$ cat config.mk
export PLATFORM = sky130hd
export DESIGN_NAME = tile_stage_scheduler
export DESIGN_NICKNAME = d
export VERILOG_FILES = /design/src/rtl/tile_stage_scheduler.sv
export SDC_FILE = /design/constraint.sdc
export NUM_CORES = 1
export LEC_CHECK = 0
export CAP_MARGIN = 5
export CORE_MARGIN = 10
export CORE_UTILIZATION = 35
export CTS_CLUSTER_DIAMETER = 80
export DETAILED_ROUTE_END_ITERATION = 10
export GPL_ROUTABILITY_DRIVEN = 0
export SYNTH_ARGS = -nofsm -noshare
export SYNTH_HDL_FRONTEND = slang
export SYNTH_SLANG_ARGS = --single-unit
$ cat constraint.sdc
create_clock -name CLK_i -period 2.4 [get_ports CLK_i]
set_input_delay 0.36 -clock CLK_i [delete_from_list [all_inputs] [get_ports CLK_i]]
set_output_delay 0.36 -clock CLK_i [all_outputs]
set_load 0.01 [all_outputs]
$ cat src/rtl/tile_stage_scheduler.sv
// Per-lane tile sequencer: walks each tile through stage2 -> stage3 -> stage5 -> stage6,
// owns the lane's VPE mode bits and guards every finish-driven stage with a watchdog.
module tile_stage_scheduler #(
  parameter int CNT_W   = 16,
  parameter int PIPE    = 7,
  parameter int S3_LAT  = 1,
  parameter int TIMEOUT = 1024
) (
  input  logic             CLK_i,
  input  logic             RST_i,
  input  logic             start_i,
  input  logic [CNT_W-1:0] tile_cnt_i,
  input  logic             stall_i,
  input  logic [2:0]       finished_i,
  output logic [3:0]       stage_start_o,
  output logic [PIPE-1:0]  vpe_mode_o,
  output logic [CNT_W-1:0] tile_idx_o,
  output logic             busy_o,
  output logic             done_o,
  output logic             err_o,
  output logic [1:0]       err_stage_o
);

  localparam int WD_W = $clog2(TIMEOUT + 1);
  localparam int S3_W = (S3_LAT > 1) ? $clog2(S3_LAT) : 1;
  localparam logic [WD_W-1:0] WD_LIM  = WD_W'(TIMEOUT);
  localparam logic [S3_W-1:0] S3_LAST = S3_W'(S3_LAT - 1);

  typedef enum logic [2:0] {
    IDLE, S2_RUN, S3_WAIT, S5_RUN, S6_RUN, NEXT, DONE, ERR
  } state_t;

  state_t           state_reg, state_next;
  logic [CNT_W-1:0] count_reg, tile_idx_reg, idx_inc;
  logic [WD_W-1:0]  wd_reg, wd_inc;
  logic [S3_W-1:0]  s3_reg;
  logic             pend_reg, err_reg;
  logic [1:0]       err_stage_reg;
  logic             in_s2, in_s3, in_s5, in_s6, in_run;
  logic             fin_ok, timeout_hit, start_accept;

  always_comb begin
    in_s2  = (state_reg == S2_RUN);
    in_s3  = (state_reg == S3_WAIT);
    in_s5  = (state_reg == S5_RUN);
    in_s6  = (state_reg == S6_RUN);
    in_run = in_s2 | in_s5 | in_s6;
    idx_inc = tile_idx_reg + CNT_W'(1);
    wd_inc  = wd_reg + WD_W'(1);
    // A finish only counts once the stage has actually been started.
    fin_ok = ((in_s2 & finished_i[0]) | (in_s5 & finished_i[1]) | (in_s6 & finished_i[2]))
             & ~pend_reg;
    timeout_hit  = in_run & ~stall_i & ~fin_ok & (wd_inc == WD_LIM);
    start_accept = 1'b0;
    state_next   = state_reg;
    unique case (state_reg)
      IDLE, DONE, ERR: begin
        if (!stall_i) begin
          if (start_i) begin
            start_accept = 1'b1;
            state_next   = (tile_cnt_i == '0) ? DONE : S2_RUN;
          end else if (state_reg == DONE) begin
            state_next = IDLE;
          end
        end
      end
      S2_RUN:  if (fin_ok) state_next = S3_WAIT; else if (timeout_hit) state_next = ERR;
      S3_WAIT: if (!stall_i && s3_reg == S3_LAST) state_next = S5_RUN;
      S5_RUN:  if (fin_ok) state_next = S6_RUN; else if (timeout_hit) state_next = ERR;
      S6_RUN:  if (fin_ok) state_next = NEXT; else if (timeout_hit) state_next = ERR;
      NEXT:    if (!stall_i) state_next = (idx_inc == count_reg) ? DONE : S2_RUN;
      default: state_next = IDLE;
    endcase
  end

  always_ff @(posedge CLK_i) begin
    if (RST_i) begin
      state_reg     <= IDLE;
      count_reg     <= '0;
      tile_idx_reg  <= '0;
      wd_reg        <= '0;
      s3_reg        <= '0;
      pend_reg      <= 1'b0;
      err_reg       <= 1'b0;
      err_stage_reg <= 2'd0;
    end else begin
      state_reg <= state_next;
      if (start_accept) begin
        count_reg     <= tile_cnt_i;
        tile_idx_reg  <= '0;
        err_reg       <= 1'b0;
        err_stage_reg <= 2'd0;
      end else if (state_reg == NEXT && state_next == S2_RUN) begin
        tile_idx_reg <= idx_inc;
      end
      if (timeout_hit) begin
        err_reg       <= 1'b1;
        err_stage_reg <= in_s2 ? 2'd0 : (in_s5 ? 2'd2 : 2'd3);
      end
      // Every state change arms the start pulse and restarts the per-visit counters.
      if (state_next != state_reg) begin
        pend_reg <= 1'b1;
        wd_reg   <= '0;
        s3_reg   <= '0;
      end else if (!stall_i) begin
        pend_reg <= 1'b0;
        if (in_run) wd_reg <= wd_inc;
        if (in_s3)  s3_reg <= s3_reg + S3_W'(1);
      end
    end
  end

  assign stage_start_o = {in_s6, in_s5, in_s3, in_s2} & {4{pend_reg & ~stall_i}};
  assign tile_idx_o    = tile_idx_reg;
  assign busy_o        = in_run | in_s3 | (state_reg == NEXT);
  assign done_o        = (state_reg == DONE);
  assign err_o         = err_reg;
  assign err_stage_o   = err_stage_reg;

  // Slots 0-1 belong to stage2, 2-3 to stage5, 4-6 to stage6.
  for (genvar gi = 0; gi < PIPE; gi++) begin : g_slot
    if (gi < 2) begin : g_s2
      assign vpe_mode_o[gi] = in_s2;
    end else if (gi < 4) begin : g_s5
      assign vpe_mode_o[gi] = in_s5;
    end else if (gi < 7) begin : g_s6
      assign vpe_mode_o[gi] = in_s6;
    end else begin : g_none
      assign vpe_mode_o[gi] = 1'b0;
    end
  end

endmodule
==> run_results.csv, run 1 <==
group,metric,value,unit
clock_network,root_buffer,"clkbuf_8",
status,failed_checks,"setup timing",
sta,final_max_slew_viol_count,0,
synth,yosysSeqAreaShare,30.5,%
drt,postRouteAntennaNets,0,
finish,instances_no_fill,658,
sta,max_slew_margin,73.5,%
clock_network,numCtsBuffers,5,
grt,grt_pass1_wl,16500,um
finish,layout-drive-gt1-share,30.2,%
floorplanning,start_util,36.1,%
hold_path,min_from,"count_reg[15]",
synth,synth.net_count,428,
sta,layout_setup_ws,-131,ps
setup_path,crit_required,2600,ps
placement,io_buffers,54,
setup_path,reg2reg_depth,11,
floorplanning,dieArea,13900,sq um
finish,n_antenna_cell,0,
setup_path,cp.arrival,2730,ps
synth,ys_seq_elements,51,
finish,layout_common_cells,"89 x buf_4, 52 x nand2_1, 52 x clkdlybuf4s50_1",
clock_network,worstSkewPairLatency,320,ps
setup_path,cp-startpoint,"tile_idx_o[1]",
clock_network,cts_tree,"yes",
sta,finalHoldViolCount,0,
hold_path,hold_class,"flop to flop",
drt,num_vias,3374,
sta,fmax,0.395,GHz
synth,yosys_warnings,0,
synth,syn_avg_cell_area,8.31,sq um
setup_path,timing.rr.start,"tile_idx_o[1]",
clock_network,htreeDepth,2,
synth,synth.distinct_cells,65,
floorplanning,io_pins,55,
job,max_cap_violations,0,
synth,synth_edf_count,0,
finish,area_growth,47.4,%
sta,rsz0062_at_grt,"yes",
power,vdd_drop_max,0.000284,V
floorplanning,rows,35,
placement,dpl.cell_count,641,
grt,gr-total-overflow,0,
setup_path,r2r_setup_slack,-130,ps
setup_path,cp_max_fo,6,
setup_path,end_kind,"flop",
power,pwr_density_cell,411,nW/um^2
sta,fin_skew,13.3,ps
placement,dp_slack,-425,ps
drt,viasPerCell,5.13,
finish,fin_nets,553,
grt,grt_usage,14.1,%
clock_network,clk_path_buf_depth,2,
floorplanning,die_width,118,um
drt,wl,10200,um
synth,synth-async-reset-ratio,0,%
setup_path,crit_type,"flop to flop",
grt,grt_max_degree,18,
sta,period_needed,2530,ps
power,p_leak,0.00191,uW
clock_network,hold_buffers,0,
hold_path,holdPathStages,2,
sta,final-setup-viol-count,17,
sta,tightest_slew,394,ps
drt,drt_iter0_markers,148,
status,status,"finished with violations",
floorplanning,core-area,9280,sq um
clock_network,clk_pin_slew,100,ps
drt,first_pass_iters,4,
floorplanning,die_h,118,um
synth,synth_ff_type,"dfxtp_1",
grt,grt_pass1_vias,3402,
finish,final_common_cell,"buf_4",
drt,wire_per_inst,15.5,um
sta,fin_crit_sh,105,%
clock_network,numClockSinks,51,
placement,dp_hpwl,7810,um
synth,synthCells,403,
synth,netlist_area,3350,sq um
drt,drc,0,
setup_path,worst_setup_path_start_kind,"flop",
grt,antenna_found_initial,0,
-- critical path, stage by stage (launching register included) --
cell	delay [ps]
dfxtp_2	350
buf_6	130
and4_4	160
and3_4	170
or4_4	520
o311ai_4	90
and4_4	310
buf_6	110
nand2b_4	60
o211ai_4	240
clkbuf_16	220
nor4_2	50
-- per-layer routing --
metal	share of wire [%]	global-route usage, %	vias to the layer above
met4	1.6	4.10	0
met1	41	16.0	1627
met5	0	0	-
met3	4.0	2.69	14
li1	-	-	1658
met2	53	25.8	75
-- synth_stat cells (3+ instances only) --
library cell | instances | area share, %
nor2_1 | 28 | 3.1
xnor2_1 | 22 | 5.8
nor4_2 | 12 | 4.5
dfxtp_1 | 51 | 30
buf_6 | 4 | 1.3
nor2b_1 | 4 | 0.75
nand4_1 | 10 | 1.9
and4_1 | 5 | 1.3
nor3_1 | 8 | 1.2
nand3b_1 | 8 | 1.8
nand2b_1 | 10 | 1.9
xor2_1 | 29 | 7.6
buf_4 | 9 | 2.0
and3_1 | 6 | 1.1
buf_2 | 6 | 0.90
inv_1 | 8 | 0.90
nand3_1 | 26 | 3.9
nor4_1 | 8 | 1.5
o211ai_1 | 3 | 0.67
o21ai_0 | 7 | 1.0
clkbuf_1 | 13 | 1.5
and2_1 | 5 | 0.93
nand2_1 | 52 | 5.8
a21oi_1 | 23 | 3.4
-- cells by family after synthesis --
| group | Yosys count | share of synthesized area (%) |
|---|---|---|
| AND/OR/NAND/NOR | 195 | 33.8 |
| AO/OA/AOI/OAI | 60 | 13.9 |
| XOR/XNOR | 52 | 13.8 |
| flip-flops | 51 | 30.5 |
| buffers and inverters | 41 | 6.72 |
| multiplexers | 2 | 0.597 |
| adder cells (fa/ha/maj) | 2 | 0.747 |
-- per-stage QoR --
step | TNS [ps] | cell area [sq um] | total power [uW] | hold slack (ps) | util [%]
floorplan | -973 | 3360 | 1140 | 448 | -
global placement | -3460 | 4550 | 1320 | 457 | 49.0
detailed placement | -4640 | 4550 | 1330 | 460 | 49.0
CTS | -1400 | 4780 | 2000 | 475 | 51.5
global route | -4330 | 4940 | 2100 | 493 | 53.2
finish | -1400 | 4940 | 2030 | 473 | 53.2
-- where the power goes --
part           total [uW]  internal (uW)  leakage (uW)  switching, uW
registers             890            870      0.000416           20.2
clock network         661            344     0.0000618            317
logic                 477            238       0.00143            240
-- layout make-up --
type	count	area, sq um
inverters	8	30.0
flip-flops and latches	51	1030
repair buffers	151	1340
clock inverters	2	38.8
well taps	129	161
clock buffers	6	82.6
fillers	906	4340
multi-input cells	311	2260
-- final timing paths --
path,end
setup / recovery,wd_reg[5]
setup reg to reg,wd_reg[5]
hold / removal,count_reg[15]
hold reg to reg,count_reg[15]
-- repair_timing --
item,4_1_cts,5_1_grt
setup buffers,5,5
gates cloned,0,1
gates resized for setup,12,29
pin swaps,6,9
setup endpoints to repair,28,35
No activity file was read; power rests on OpenSTA's default activity.
==> inputs of run 2 (changes only) <==
--- a/config.mk
+++ b/config.mk
@@ -7,10 +7,11 @@
 export LEC_CHECK = 0
 export CAP_MARGIN = 5
 export CORE_MARGIN = 10
-export CORE_UTILIZATION = 35
+export CORE_UTILIZATION = 47
 export CTS_CLUSTER_DIAMETER = 80
 export DETAILED_ROUTE_END_ITERATION = 10
 export GPL_ROUTABILITY_DRIVEN = 0
+export PLACE_DENSITY = 0.75
 export SYNTH_ARGS = -nofsm -noshare
 export SYNTH_HDL_FRONTEND = slang
 export SYNTH_SLANG_ARGS = --single-unit
==> run 2 against run 1 <==
Sequential share of layout area rose by 0.28 points. Critical endpoint is now wd_reg[0]. Cell area fell by 0.61%. Largest power group unchanged. The run still ends with setup timing left. Largest cell class unchanged. Clock skew down 5.1 ps.
==> run_results.csv, run 2 (same netlist as run 1, synthesis figures left out) <==
group,metric,value,unit
clock_network,root_buffer,"clkbuf_8",
drt,drc,0,
clock_network,clk_path_buf_depth,2,
floorplanning,die_h,104,um
finish,layout_common_cells,"82 x buf_4, 53 x clkdlybuf4s50_1, 52 x nand2_1",
power,p_seq_share,47.6,%
drt,first_pass_iters,4,
floorplanning,io_pins,55,
sta,layout_setup_ws,-142,ps
job,max_cap_violations,0,
placement,dpl.cell_count,605,
finish,fin_nets,549,
clock_network,numCtsBuffers,5,
setup_path,cp_slowest_cell,"a2111o_4",
sta,rsz0062_at_grt,"yes",
clock_network,numClockSinks,51,
floorplanning,rows,30,
power,power_frac_clock,26.1,%
drt,drt_iter0_markers,190,
sta,finalHoldViolCount,0,
sta,max_slew_margin,66.6,%
finish,n_antenna_cell,0,
placement,dp_hpwl,7630,um
hold_path,hold_class,"flop to flop",
setup_path,crit_type,"flop to flop",
grt,antenna_found_initial,0,
setup_path,critPathMaxStageDelay,560,ps
finish,area_growth,46.5,%
sta,fin_crit_sh,106,%
power,p_leak,0.00187,uW
drt,dr_wl_met3,464,um
setup_path,cp_max_fo,8,
floorplanning,core-area,6870,sq um
grt,gr-total-overflow,0,
power,intPower,1310,uW
sta,holdWs,474,ps
status,failed_checks,"setup timing",
finish,instances_no_fill,621,
setup_path,cp.arrival,2720,ps
sta,period_needed,2540,ps
floorplanning,dieArea,10900,sq um
drt,highest_layer,"met4",
power,combPwrFrac,26.3,%
sta,fmax,0.393,GHz
drt,drt-met1-wl,3990,um
setup_path,worst_setup_path_start_kind,"flop",
power,p_sw,555,uW
power,switching_share,29.7,%
clock_network,cts_tree,"yes",
drt,num_vias,3407,
drt,viasPerCell,5.49,
drt,postRouteAntennaNets,0,
finish,layout-drive-gt1-share,30.3,%
clock_network,worstSkewPairLatency,310,ps
sta,final_max_slew_viol_count,0,
drt,wl,10500,um
sta,setup_tns,-1630,ps
clock_network,htreeDepth,2,
clock_network,clk_pin_slew,90,ps
power,vdd_drop_max,0.000260,V
floorplanning,start_util,48.8,%
status,status,"finished with violations",
clock_network,hold_buffers,0,
sta,final-setup-viol-count,14,
setup_path,path_cells,"or3b_4, a21oi_4, nand4_1, a2111o_4, nor2_8, a221oi_4, xnor2_2, buf_12, buf_4, nor4_4",
power,pwr_density_cell,381,nW/um^2
floorplanning,die_width,104,um
placement,placed_cell_area,4480,sq um
grt,grt_pass1_wl,16300,um
sta,tightest_slew,500,ps
finish,fillers,525,
finish,final_area,4910,sq um
setup_path,crit_required,2580,ps
finish,final_common_cell,"buf_4",
grt,grt_max_degree,34,
drt,wire_per_inst,16.9,um
sta,fin_skew,8.20,ps
grt,grt_pass1_vias,3399,
grt,grt_usage,17.6,%
setup_path,end_kind,"flop",
placement,io_buffers,54,
drt,wl_met2,5760,um
run 2: power by group through the flow:
| stage | combinational [uW] | clock [uW] | sequential (uW) |
|---|---|---|---|
| 2_1_floorplan | 233 | 0 | 904 |
| 3_3_place_gp | 407 | 0 | 908 |
| 3_5_place_dp | 417 | 0 | 909 |
| 4_1_cts | 432 | 485 | 888 |
| 5_1_grt | 524 | 526 | 892 |
| 6_report | 492 | 487 | 889 |
run 2: path summary, 6_finish.rpt:
path	startpoint	to	slack, ps	cells after the start
worst max register to register	state_reg[2]	wd_reg[0]	-140	10
worst min register to register	count_reg[0]	count_reg[0]	470	2
worst max-delay path	state_reg[2]	wd_reg[0]	-140	10
worst min-delay path	count_reg[0]	count_reg[0]	470	2
run 2: cell type report:
cell class	instances	area, sq um	area share [%]
Timing Repair Buffer	147	1310	26.8
Inverter	8	30.0	0.612
Clock inverter	1	5.00	0.102
Multi-Input combinational cell	311	2330	47.4
Tap cell	96	120	2.45
Sequential cell	51	1040	21.1
Clock buffer	7	76.3	1.55
run 2: worst max-delay path: cells and delay by family (launching register included):
family | cells | cell delay, ps
XOR/XNOR | 1 | 230
AND/OR/NAND/NOR | 4 | 750
flip-flops | 1 | 350
AO/OA/AOI/OAI | 3 | 770
buffers and inverters | 2 | 310
run 2: layer usage:
metal  global-route usage, %  vias to the layer above
met1                    18.9                     1629
met5                       0                        -
met3                    3.10                       26
met4                    7.46                        0
li1                        -                     1661
met2                    32.7                       91
run 2: per-stage QoR:
stage,util (%),setup slack (ps),total power (uW)
finish,71.5,-142,1870
global route,71.5,-230,1940
CTS,68.0,-104,1800
detailed placement,65.2,-361,1330
global placement,65.2,-154,1310
floorplan,-,-92.0,1140
run 2: repair_timing:
| item | in CTS | in global routing |
|---|---|---|
| pin swaps | 12 | 8 |
| cloned | 0 | 1 |
| resized for setup | 25 | 34 |
| setup endpoints to repair | 32 | 32 |
| buffers inserted | 2 | 5 |
